--- src/rtl/bcd_pkg.sv ---
// Shared definitions for the BCD-to-binary converter: FSM encoding and
// the digit constants used by the reverse double-dabble adjust step.
package bcd_pkg;

  typedef enum logic [1:0] {
    IDLE  = 2'd0,
    SHIFT = 2'd1,
    ADJ   = 2'd2,
    DONE  = 2'd3
  } state_e;

  localparam int DIGIT_W       = 4;
  localparam int BCD_MAX_DIGIT = 9;
  localparam int ADJ_THRESH    = 8;
  localparam int ADJ_CONST     = 3;

  function automatic logic digit_invalid(input logic [DIGIT_W-1:0] d);
    return d > DIGIT_W'(BCD_MAX_DIGIT);
  endfunction

endpackage

--- src/rtl/bcd_digit_adjust.sv ---
// Combinational adjust for one BCD digit: subtract 3 when the digit is 8 or more.
module bcd_digit_adjust
  import bcd_pkg::*;
(
  input  logic [DIGIT_W-1:0] d_i,
  output logic [DIGIT_W-1:0] d_o
);

  // A digit of 8+ after a right shift only happens when a 1 fell in from the
  // digit above; that bit is worth 5 here, not 8.
  assign d_o = (d_i >= DIGIT_W'(ADJ_THRESH)) ? d_i - DIGIT_W'(ADJ_CONST) : d_i;

endmodule

--- src/rtl/bcd_to_bin_convert.sv ---
// Sequential BCD-to-binary converter (reverse double-dabble, start/ready handshake).
// Optional load-time digit validation enabled by defining BCD_VALID_CHECK_EN.
module bcd_to_bin_convert
  import bcd_pkg::*;
#(
  parameter int DIGITS = 4,
  parameter int BIN_W  = 14
) (
  input  logic                  clk,
  input  logic                  reset,
  input  logic                  en,
  input  logic [4*DIGITS-1:0]   bcd_d_in,
  output logic [BIN_W-1:0]      bin_d_out,
  output logic                  rdy,
  output logic                  busy,
  output logic                  err
);

  localparam int BCD_W  = DIGIT_W * DIGITS;
  localparam int WORK_W = BCD_W + BIN_W;
  localparam int CNT_W  = $clog2(BIN_W + 1);

  state_e              state_q, state_d;
  logic [WORK_W-1:0]   work_q, work_d;
  logic [CNT_W-1:0]    cnt_q, cnt_d;
  logic [BIN_W-1:0]    bin_q, bin_d;
  logic                rdy_q, rdy_d;
  logic                err_q, err_d;
  logic                invalid_q, invalid_d;
  logic [BCD_W-1:0]    adjBcd;
  logic                anyInvalid;

  for (genvar g = 0; g < DIGITS; g++) begin : g_adj
    bcd_digit_adjust u_adj (
      .d_i (work_q[BIN_W + g*DIGIT_W +: DIGIT_W]),
      .d_o (adjBcd[g*DIGIT_W +: DIGIT_W])
    );
  end

`ifdef BCD_VALID_CHECK_EN
  always_comb begin
    anyInvalid = 1'b0;
    for (int i = 0; i < DIGITS; i++) begin
      if (digit_invalid(bcd_d_in[i*DIGIT_W +: DIGIT_W])) anyInvalid = 1'b1;
    end
  end
`else
  assign anyInvalid = 1'b0;
`endif

  always_comb begin
    state_d   = state_q;
    work_d    = work_q;
    cnt_d     = cnt_q;
    bin_d     = bin_q;
    err_d     = err_q;
    invalid_d = invalid_q;
    rdy_d     = 1'b0;
    unique case (state_q)
      IDLE: begin
        if (en) begin
          work_d    = {bcd_d_in, {BIN_W{1'b0}}};
          cnt_d     = '0;
          invalid_d = anyInvalid;
          state_d   = anyInvalid ? DONE : SHIFT;
        end
      end
      SHIFT: begin
        work_d  = work_q >> 1;
        cnt_d   = cnt_q + 1'b1;
        state_d = (cnt_q == CNT_W'(BIN_W - 1)) ? DONE : ADJ;
      end
      ADJ: begin
        work_d  = {adjBcd, work_q[BIN_W-1:0]};
        state_d = SHIFT;
      end
      DONE: begin
        bin_d   = work_q[BIN_W-1:0];
        err_d   = invalid_q;
        rdy_d   = 1'b1;
        state_d = IDLE;
      end
      default: state_d = IDLE;
    endcase
  end

  always_ff @(posedge clk or posedge reset) begin
    if (reset) begin
      state_q   <= IDLE;
      work_q    <= '0;
      cnt_q     <= '0;
      bin_q     <= '0;
      rdy_q     <= 1'b0;
      err_q     <= 1'b0;
      invalid_q <= 1'b0;
    end else begin
      state_q   <= state_d;
      work_q    <= work_d;
      cnt_q     <= cnt_d;
      bin_q     <= bin_d;
      rdy_q     <= rdy_d;
      err_q     <= err_d;
      invalid_q <= invalid_d;
    end
  end

  assign bin_d_out = bin_q;
  assign rdy       = rdy_q;
  assign err       = err_q;
  assign busy      = (state_q != IDLE);

endmodule

--- config.mk ---
export PLATFORM = sky130hd
export DESIGN_NAME = bcd_to_bin_convert
export DESIGN_NICKNAME = d
export VERILOG_FILES = /design/src/rtl/bcd_pkg.sv /design/src/rtl/bcd_digit_adjust.sv /design/src/rtl/bcd_to_bin_convert.sv
export SDC_FILE = /design/constraint.sdc
export NUM_CORES = 1
export LEC_CHECK = 0
export CELL_PAD_IN_SITES_DETAIL_PLACEMENT = 1
export CELL_PAD_IN_SITES_GLOBAL_PLACEMENT = 1
export CORE_MARGIN = 8
export CORE_UTILIZATION = 43
export DETAILED_ROUTE_END_ITERATION = 16
export GPL_TIMING_DRIVEN = 0
export HOLD_SLACK_MARGIN = 0.08
export PLACE_DENSITY_LB_ADDON = 0.1
export SLEW_MARGIN = 20
export SYNTH_ARGS = -nofsm -noshare
export SYNTH_HDL_FRONTEND = slang
export SYNTH_SLANG_ARGS = --single-unit
--- constraint.sdc ---
create_clock -name clk -period 1.91 [get_ports clk]
set_input_delay 0.573 -clock clk [delete_from_list [all_inputs] [get_ports clk]]
set_output_delay 0.573 -clock clk [all_outputs]
set_load 0.02 [all_outputs]
Word level (Yosys, flattened, before mapping) --
Cells that the tools add are included. W data, S select, Z words.
Word-level totals: input bits 19, word-level logic and storage cells 50, flip-flop bits (word level) 51, output and inout port bits 17
Cells by class: reduce and logical (&&, ||, !) cells 10, order comparisons 4, bitwise logic cells 1, muxes and demuxes 12, add/sub/neg operators 5, eq/ne operators 9
Operators with widths (number):
- $pmux W30 S3 | 1
- $mux W30 | 1
- $mux W4 | 5
- $ge A4 B4 Y1 const B | 4
- $sub A4 B2 Y4 const B | 4
- $reduce_and A3 Y1 | 5
- $ne A2 B1 Y1 const B | 4
- $pmux W2 S4 | 1
- $pmux W4 S2 | 1
- $add A4 B1 Y4 const B | 1
- $eq A2 B2 Y1 const B | 2
- $eq A4 B4 Y1 const B | 1
- $reduce_bool A2 Y1 | 2
- $reduce_bool A3 Y1 | 1
- $eq A2 B1 Y1 const B | 1
- $logic_not A2 Y1 | 1
- $mux W1 | 2
- $mux W2 | 1
- $ne A2 B2 Y1 const B | 1
- $reduce_and A2 Y1 | 1
- $not A1 Y1 | 1

Logic depth before layout (Yosys ltp) --
Gate-level depths: netlist of run 1.
depth after elaboration 3, mapped depth 9, mapped depth without buffers 6

Hierarchy --
A second synthesis of run 1 with hierarchy kept.
Second synthesis, totals: cells, all modules 261, area, all modules 2791.4 sq um
Modules (own cells, without submodules):
- bcd_to_bin_convert | area an instance 2486.1 sq um, instances 1, cells an instance 217, sequential area each 1276.2 sq um
- bcd_digit_adjust | area an instance 76.3 sq um, instances 4, cells an instance 11, sequential area each 0.0 sq um

Worst setup path before layout of run 1 --
Ideal clock, no wire load.
kind register to register, from register state_q[0], to register work_q[14], clock period less this slack 1738 ps, stages on the path, launching flop included 8, slack 172 ps, arrival time 1613 ps, path buffers 1, path through dfrtp_1 > inv_1 > ha_1 > nor2b_4 > or2_1 > buf_6 > a21oi_4 > mux2_4
Between the ends: longest elaborated chain between the ends 3, elaborated cells between the ends (all ways) 8
Ends and longest elaborated chain:
- start, declared | line bcd_to_bin_convert.sv:23 | state_e state_q, state_d;
- start signal, assigned | line bcd_to_bin_convert.sv:97 | state_q <= state_d;
- $eq A2 B2 Y1, or another cell as far along | line bcd_to_bin_convert.sv:59 | unique case (state_q)
- $ne A2 B1 Y1 (no line), or another cell as far along
- $reduce_and A3 Y1 (no line)
- end signal, assigned | line bcd_to_bin_convert.sv:98 | work_q <= work_d;
- end, declared | line bcd_to_bin_convert.sv:24 | logic [WORK_W-1:0] work_q, work_d;
Several ways; a longest one is shown, not always the timed one. A chain may end at the register's enable or synchronous reset.

Worst setup path in the final report of run 1 --
from register bin_q[13] (netlist: bin_d_out[13]), to output bin_d_out[13]
RTL lines:
- start, declared | line bcd_to_bin_convert.sv:26 | logic [BIN_W-1:0] bin_q, bin_d;
- start signal, assigned | line bcd_to_bin_convert.sv:100 | bin_q <= bin_d;
- end, declared | line bcd_to_bin_convert.sv:13 | output logic [BIN_W-1:0] bin_d_out,
No word-level cell between the ends.

==> results.py, run 1 <==
metrics = {
    "final_layout": {
        "fill_cells": 687,
        "final_cell_area_um2": 3330,
        "drive_gt1_share_pct": 20.1,
        "post-route-util_pct": 53.6,
        "area_growth_pct": 22.8,
        "insertedDiodeCount": 0,
        "nets": 340,
    },
    "clock_tree": {
        "numCtsBuffers": 5,
        "htreeDepth": 2,
        "cts_sinks": 51,
        "clock_latency_ns": 0.31,
        "path_clk_slew_ns": 0.10,
        "cts_tree": "yes",
        "clock_path_buffers": 2,
        "holdBufCountCts": 0,
        "cts_root_buffer": "clkbuf_8",
    },
    "timing": {
        "report.final.slew_viol_count": 0,
        "relSlewSlack_pct": 57.3,
        "max_freq_ghz": 0.539,
        "holdWs_ns": 0.492,
        "finalCriticalPeriod_ns": 1.86,
        "finalHoldViolCount": 0,
        "setup_violations": 0,
        "setup_slack_ns": 0.0538,
        "clock_skew_ns": 0.00408,
        "rsz0062_at_grt": "no",
        "worst_pin_slew_ns": 0.641,
        "fin_crit_sh_pct": 97.2,
    },
    "critical_path": {
        "required_ns": 1.34,
        "path_cells": "clkdlybuf4s50_1",
        "cp_slowest_cell": "clkdlybuf4s50_1",
        "worstSetupPathType": "reg2out",
        "arrival_ns": 1.28,
        "cp_top_family": "buffers and inverters",
        "cp_max_fo": 2,
        "start_kind": "flip-flop",
        "path_buf_inv": 1,
        "end_kind": "primary output",
        "critPathMaxStageDelay_ns": 0.61,
    },
    "detailed_routing": {
        "detail_route.wirelength_mm": 6.49,
        "dr.pass1.iters": 4,
        "drc": 0,
        "vias_per_cell": 5.24,
        "wl_per_cell_um": 16.9,
        "via_count": 2019,
        "postRouteAntennaNets": 0,
        "drtIter0Drc": 28,
    },
    "synthesis": {
        "ys.flop_type": "dfrtp_1",
        "synth_nets": 297,
        "async_flop_share_pct": 100,
        "yosysTopAreaCell": "dfrtp_1",
        "synthCells": 264,
        "synth_fa_ha_area_share_pct": 6.46,
        "synth_mux_area_share_pct": 12.1,
        "synth-simple-area-share_pct": 11.9,
        "synth_top_area_share_pct": 47.1,
        "synth_top_family_by_area": "compound AO/OA/AOI/OAI gates",
        "yosysMostFrequentCell": "dfrtp_1",
        "yosysUniqueCellTypes": 33,
        "ys_ff_latch": 51,
        "synth_compound_area_share_pct": 14.5,
        "synth_xor_area_share_pct": 1.29,
        "synth_area_leaders": "dfrtp_1, nand2_1, ha_1",
        "ys_seq_area_share_pct": 47.1,
        "syn_area_um2": 2710,
        "syn_area_per_cell_um2": 10.3,
        "yosys-top-cells-count": "dfrtp_1, nand2_1, o21ai_0",
        "yosysWarnings": 0,
        "synth-edff-count": 0,
    },
    "placement": {
        "io_buffer_count": 34,
        "pre_cts_ws_ns": -0.364,
        "place.gp.congestion": 0.788,
        "hpwl_mm": 4.63,
        "post_dp_cell_area_um2": 3150,
    },
    "run": {
        "drv_cap": 0,
    },
    "global_route": {
        "grt-ovfl-total": 0,
        "grt_max_degree": 52,
        "antenna_found_initial": 0,
        "grt_pass1_wl_mm": 11.4,
        "first_global_vias": 2255,
        "grt_usage_pct": 15.8,
    },
    "status": {
        "status": "complete, no violations",
    },
    "power": {
        "ir_worst_vdd_mv": 0.780,
        "powerDensity_nw_per_um2": 1830,
        "p_leak_nw": 1.54,
    },
    "worst_hold_path": {
        "worstHoldPathType": "reg2reg",
    },
    "floorplan": {
        "die_area_um2": 9100,
        "rows": 29,
        "start_util_pct": 43.7,
        "io_pins": 36,
        "die_x_um": 95.4,
        "coreArea_um2": 6200,
        "die_h_um": 95.4,
    },
}
[placed cells by master, fill, tap and decap left out, drive strengths merged, types with 2 or more instances in the layout]
cell type / synthesis / layout
nor2b: 2 / 2
mux2: 22 / 22
a31oi: 4 / 4
nand2: 49 / 49
nor3: 2 / 2
o21ai: 24 / 24
xnor2: 4 / 4
a21oi: 16 / 16
clkbuf: 3 / 8
ha: 14 / 14
clkdlybuf4s50: 0 / 31
or2: 2 / 2
nand3: 2 / 2
inv: 17 / 18
mux2i: 5 / 5
o32a: 3 / 3
nor2: 13 / 13
dfrtp: 51 / 51
buf: 13 / 16
nor3b: 3 / 3
a22oi: 8 / 8
[final timing paths]
| path | from | to | slack [ns] | cells past startpoint |
|---|---|---|---|---|
| min in group asynchronous | reset | work_q[19]$_DFFE_PP0P_ | 0.71 | 2 |
| max reg2reg | state_q[1]$_DFFE_PP0P_ | work_q[14]$_DFFE_PP0P_ | 0.08 | 7 |
| max in group asynchronous | reset | state_q[1]$_DFFE_PP0P_ | 0.74 | 2 |
| min reg2reg | work_q[0]$_DFFE_PP0P_ | work_q[0]$_DFFE_PP0P_ | 0.49 | 2 |
| max | bin_d_out[13]$_DFFE_PP0P_ | bin_d_out[13] | 0.05 | 1 |
| min | work_q[0]$_DFFE_PP0P_ | work_q[0]$_DFFE_PP0P_ | 0.49 | 2 |
[cell families (layout without fill, tap and decap cells)]
kind of cell	Yosys count	in the layout
mux	27	27
flops	51	51
buf+inv	33	77
simple gates	75	75
xor+xnor	4	4
fa+ha+maj	14	14
other cells	1	1
compound gates	59	59
[through the flow]
step / setup TNS (ns) / total power [mW] / std cells
detailed placement: -7.99 / 5.18 / 375
global placement: -58.93 / 5.03 / 375
floorplan: 0 / 4.20 / 264
CTS: -0.0221 / 6.04 / 384
finish: 0 / 6.08 / 385
global route: 0 / 6.57 / 385
[report_power, final]
part	internal, mW	switching (mW)
registers	1.47	0.357
clock network	0.396	0.407
logic	1.67	1.78
[metal layers]
| layer | track usage, % | wire, um | up-vias |
|---|---|---|---|
| li1 | - | - | 976 |
| met1 | 19.9 | 2950 | 1006 |
| met2 | 26.9 | 3270 | 27 |
| met3 | 2.76 | 181 | 10 |
| met4 | 4.61 | 88 | 0 |
| met5 | 0 | 0 | - |
[worst reg2reg max path: stages (launching register included)]
cell and delay, ns:
dfrtp_2 0.43, inv_2 0.07, ha_4 0.18, nor2b_4 0.15, or2_1 0.23, buf_6 0.16, a21oi_4 0.20, mux2_4 0.32
[area by class of cell]
type,instances,area [um2],share of cell area [%]
Multi-Input combinational cell,180,1290,38.8
Sequential cell,51,1280,38.4
Timing Repair Buffer,37,362,10.9
Buffer,15,118,3.54
Tap cell,77,96.3,2.90
Clock buffer,5,68.8,2.07
Inverter,17,66.3,1.99
Clock inverter,3,46.3,1.39
[state kept, by name (all words and copies together) (netlist names)]
name / count
bin_d_out: 14
cnt_q: 4
rdy: 1
state_q: 2
work_q: 30
[repair_timing]
item,in CTS,in global routing
gates resized for setup,9,14
gates cloned,0,0
endpoints found under the setup margin,25,32
pin swaps,0,0
setup buffers,2,1
(Power assumes the default switching activity.)
==> run 2: changes to the inputs <==
MAX_ROUTING_LAYER = met4   (was not set)
==> results.py, run 2 (synthesis gave the netlist of run 1 again) <==
metrics = {
    "status": {
        "status": "complete, no violations",
    },
    "critical_path": {
        "arrival_ns": 1.29,
        "cp_slowest_cell": "clkdlybuf4s50_1",
        "cp_max_fo": 2,
        "cp_top_family": "buffers and inverters",
        "critPathMaxStageDelay_ns": 0.61,
        "end_kind": "primary output",
        "required_ns": 1.34,
        "worstSetupPathType": "reg2out",
        "start_kind": "flip-flop",
        "path_buf_inv": 1,
        "path_cells": "clkdlybuf4s50_1",
    },
    "detailed_routing": {
        "dr.pass1.iters": 4,
        "wl_per_cell_um": 16.9,
        "vias_per_cell": 5.26,
        "via_count": 2026,
        "drtIter0Drc": 29,
        "drc": 0,
        "postRouteAntennaNets": 0,
        "detail_route.wirelength_mm": 6.49,
    },
    "floorplan": {
        "die_area_um2": 9100,
        "coreArea_um2": 6200,
        "die_x_um": 95.4,
        "io_pins": 36,
        "start_util_pct": 43.7,
        "die_h_um": 95.4,
        "rows": 29,
    },
    "global_route": {
        "first_global_vias": 2250,
        "grt_usage_pct": 16.3,
        "grt-ovfl-total": 0,
        "antenna_found_initial": 0,
        "grt_pass1_wl_mm": 11.4,
        "grt_max_degree": 52,
    },
    "clock_tree": {
        "numCtsBuffers": 5,
        "htreeDepth": 2,
        "clock_latency_ns": 0.31,
        "clock_path_buffers": 2,
        "cts_root_buffer": "clkbuf_8",
        "cts_sinks": 51,
        "path_clk_slew_ns": 0.10,
        "cts_tree": "yes",
    },
    "timing": {
        "clock_skew_ns": 0.00554,
        "relSlewSlack_pct": 57.0,
        "setup_violations": 0,
        "finalHoldViolCount": 0,
        "finalCriticalPeriod_ns": 1.86,
        "rsz0062_at_grt": "no",
        "fin_crit_sh_pct": 97.4,
        "setup_tns_ns": 0,
        "worst_pin_slew_ns": 0.645,
        "max_freq_ghz": 0.538,
        "report.final.slew_viol_count": 0,
    },
    "final_layout": {
        "insertedDiodeCount": 0,
        "largest_reg_flops": 30,
        "nets": 340,
        "post-route-util_pct": 53.6,
        "area_growth_pct": 22.8,
        "final_cell_mix": "nand2_1, dfrtp_1, clkdlybuf4s50_1",
        "top_register": "work_q",
        "drive_gt1_share_pct": 20.1,
        "final_cell_area_um2": 3330,
    },
    "placement": {
        "io_buffer_count": 34,
        "hpwl_mm": 4.63,
        "place.gp.congestion": 0.799,
        "post_dp_cell_area_um2": 3150,
    },
    "run": {
        "drv_cap": 0,
    },
    "power": {
        "powerDensity_nw_per_um2": 1820,
        "ir_worst_vdd_mv": 0.778,
        "p_leak_nw": 1.54,
    },
    "worst_hold_path": {
        "worstHoldPathType": "reg2reg",
    },
}
==> run 2: what timing repair did <==
| action | in CTS | in global routing |
|---|---|---|
| hold buffers | 0 | 0 |
| cloned | 0 | 0 |
| setup buffers | 2 | 1 |
| resized for setup | 9 | 14 |
| endpoints found under the setup margin | 25 | 32 |
==> run 2: final timing paths <==
path | slack [ns] | to | depth (start not counted) | start
hold reg to reg | 0.49 | work_q[0]$_DFFE_PP0P_ | 2 | work_q[0]$_DFFE_PP0P_
hold / removal | 0.49 | work_q[0]$_DFFE_PP0P_ | 2 | work_q[0]$_DFFE_PP0P_
setup reg to reg | 0.08 | work_q[14]$_DFFE_PP0P_ | 7 | state_q[1]$_DFFE_PP0P_
setup / recovery | 0.05 | bin_d_out[9] | 1 | bin_d_out[9]$_DFFE_PP0P_
max in group asynchronous | 0.73 | state_q[1]$_DFFE_PP0P_ | 2 | reset
min in group asynchronous | 0.72 | work_q[19]$_DFFE_PP0P_ | 2 | reset
==> run 2: routing by layer <==
layer	up-vias	global-route usage [%]	routed length (um)
met5	-	-	0
met4	0	4.61	86
met3	10	2.68	171
met2	27	26.9	3300
met1	1014	20.1	2930
li1	975	-	-
==> run 2: final cells by class <==
cell class / count / area, um2
fillers: 687 / 2880
multi-input cells: 180 / 1290
flip-flops and latches: 51 / 1280
repair buffers: 37 / 362
plain buffers: 15 / 118
well taps: 77 / 96.3
clock buffers: 5 / 68.8
inverters: 17 / 66.3
clock inverters: 3 / 46.3
==> run 2: where the power goes <==
group / internal (mW) / switching (mW)
Combinational: 1.67 / 1.78
Clock: 0.396 / 0.402
Sequential: 1.47 / 0.358
Total: 3.53 / 2.54
==> run 2: metrics by stage <==
stage / hold WS (ns) / worst slack, ns / power, mW / std cells
2_1_floorplan: 0.444 / 0.107 / 4.20 / 264
3_3_place_gp: 0.479 / -1.02 / 5.03 / 375
3_5_place_dp: 0.474 / -0.364 / 5.18 / 375
4_1_cts: 0.498 / -0.0142 / 6.04 / 384
5_1_grt: 0.545 / 0.00259 / 6.57 / 385
6_report: 0.492 / 0.0505 / 6.07 / 385
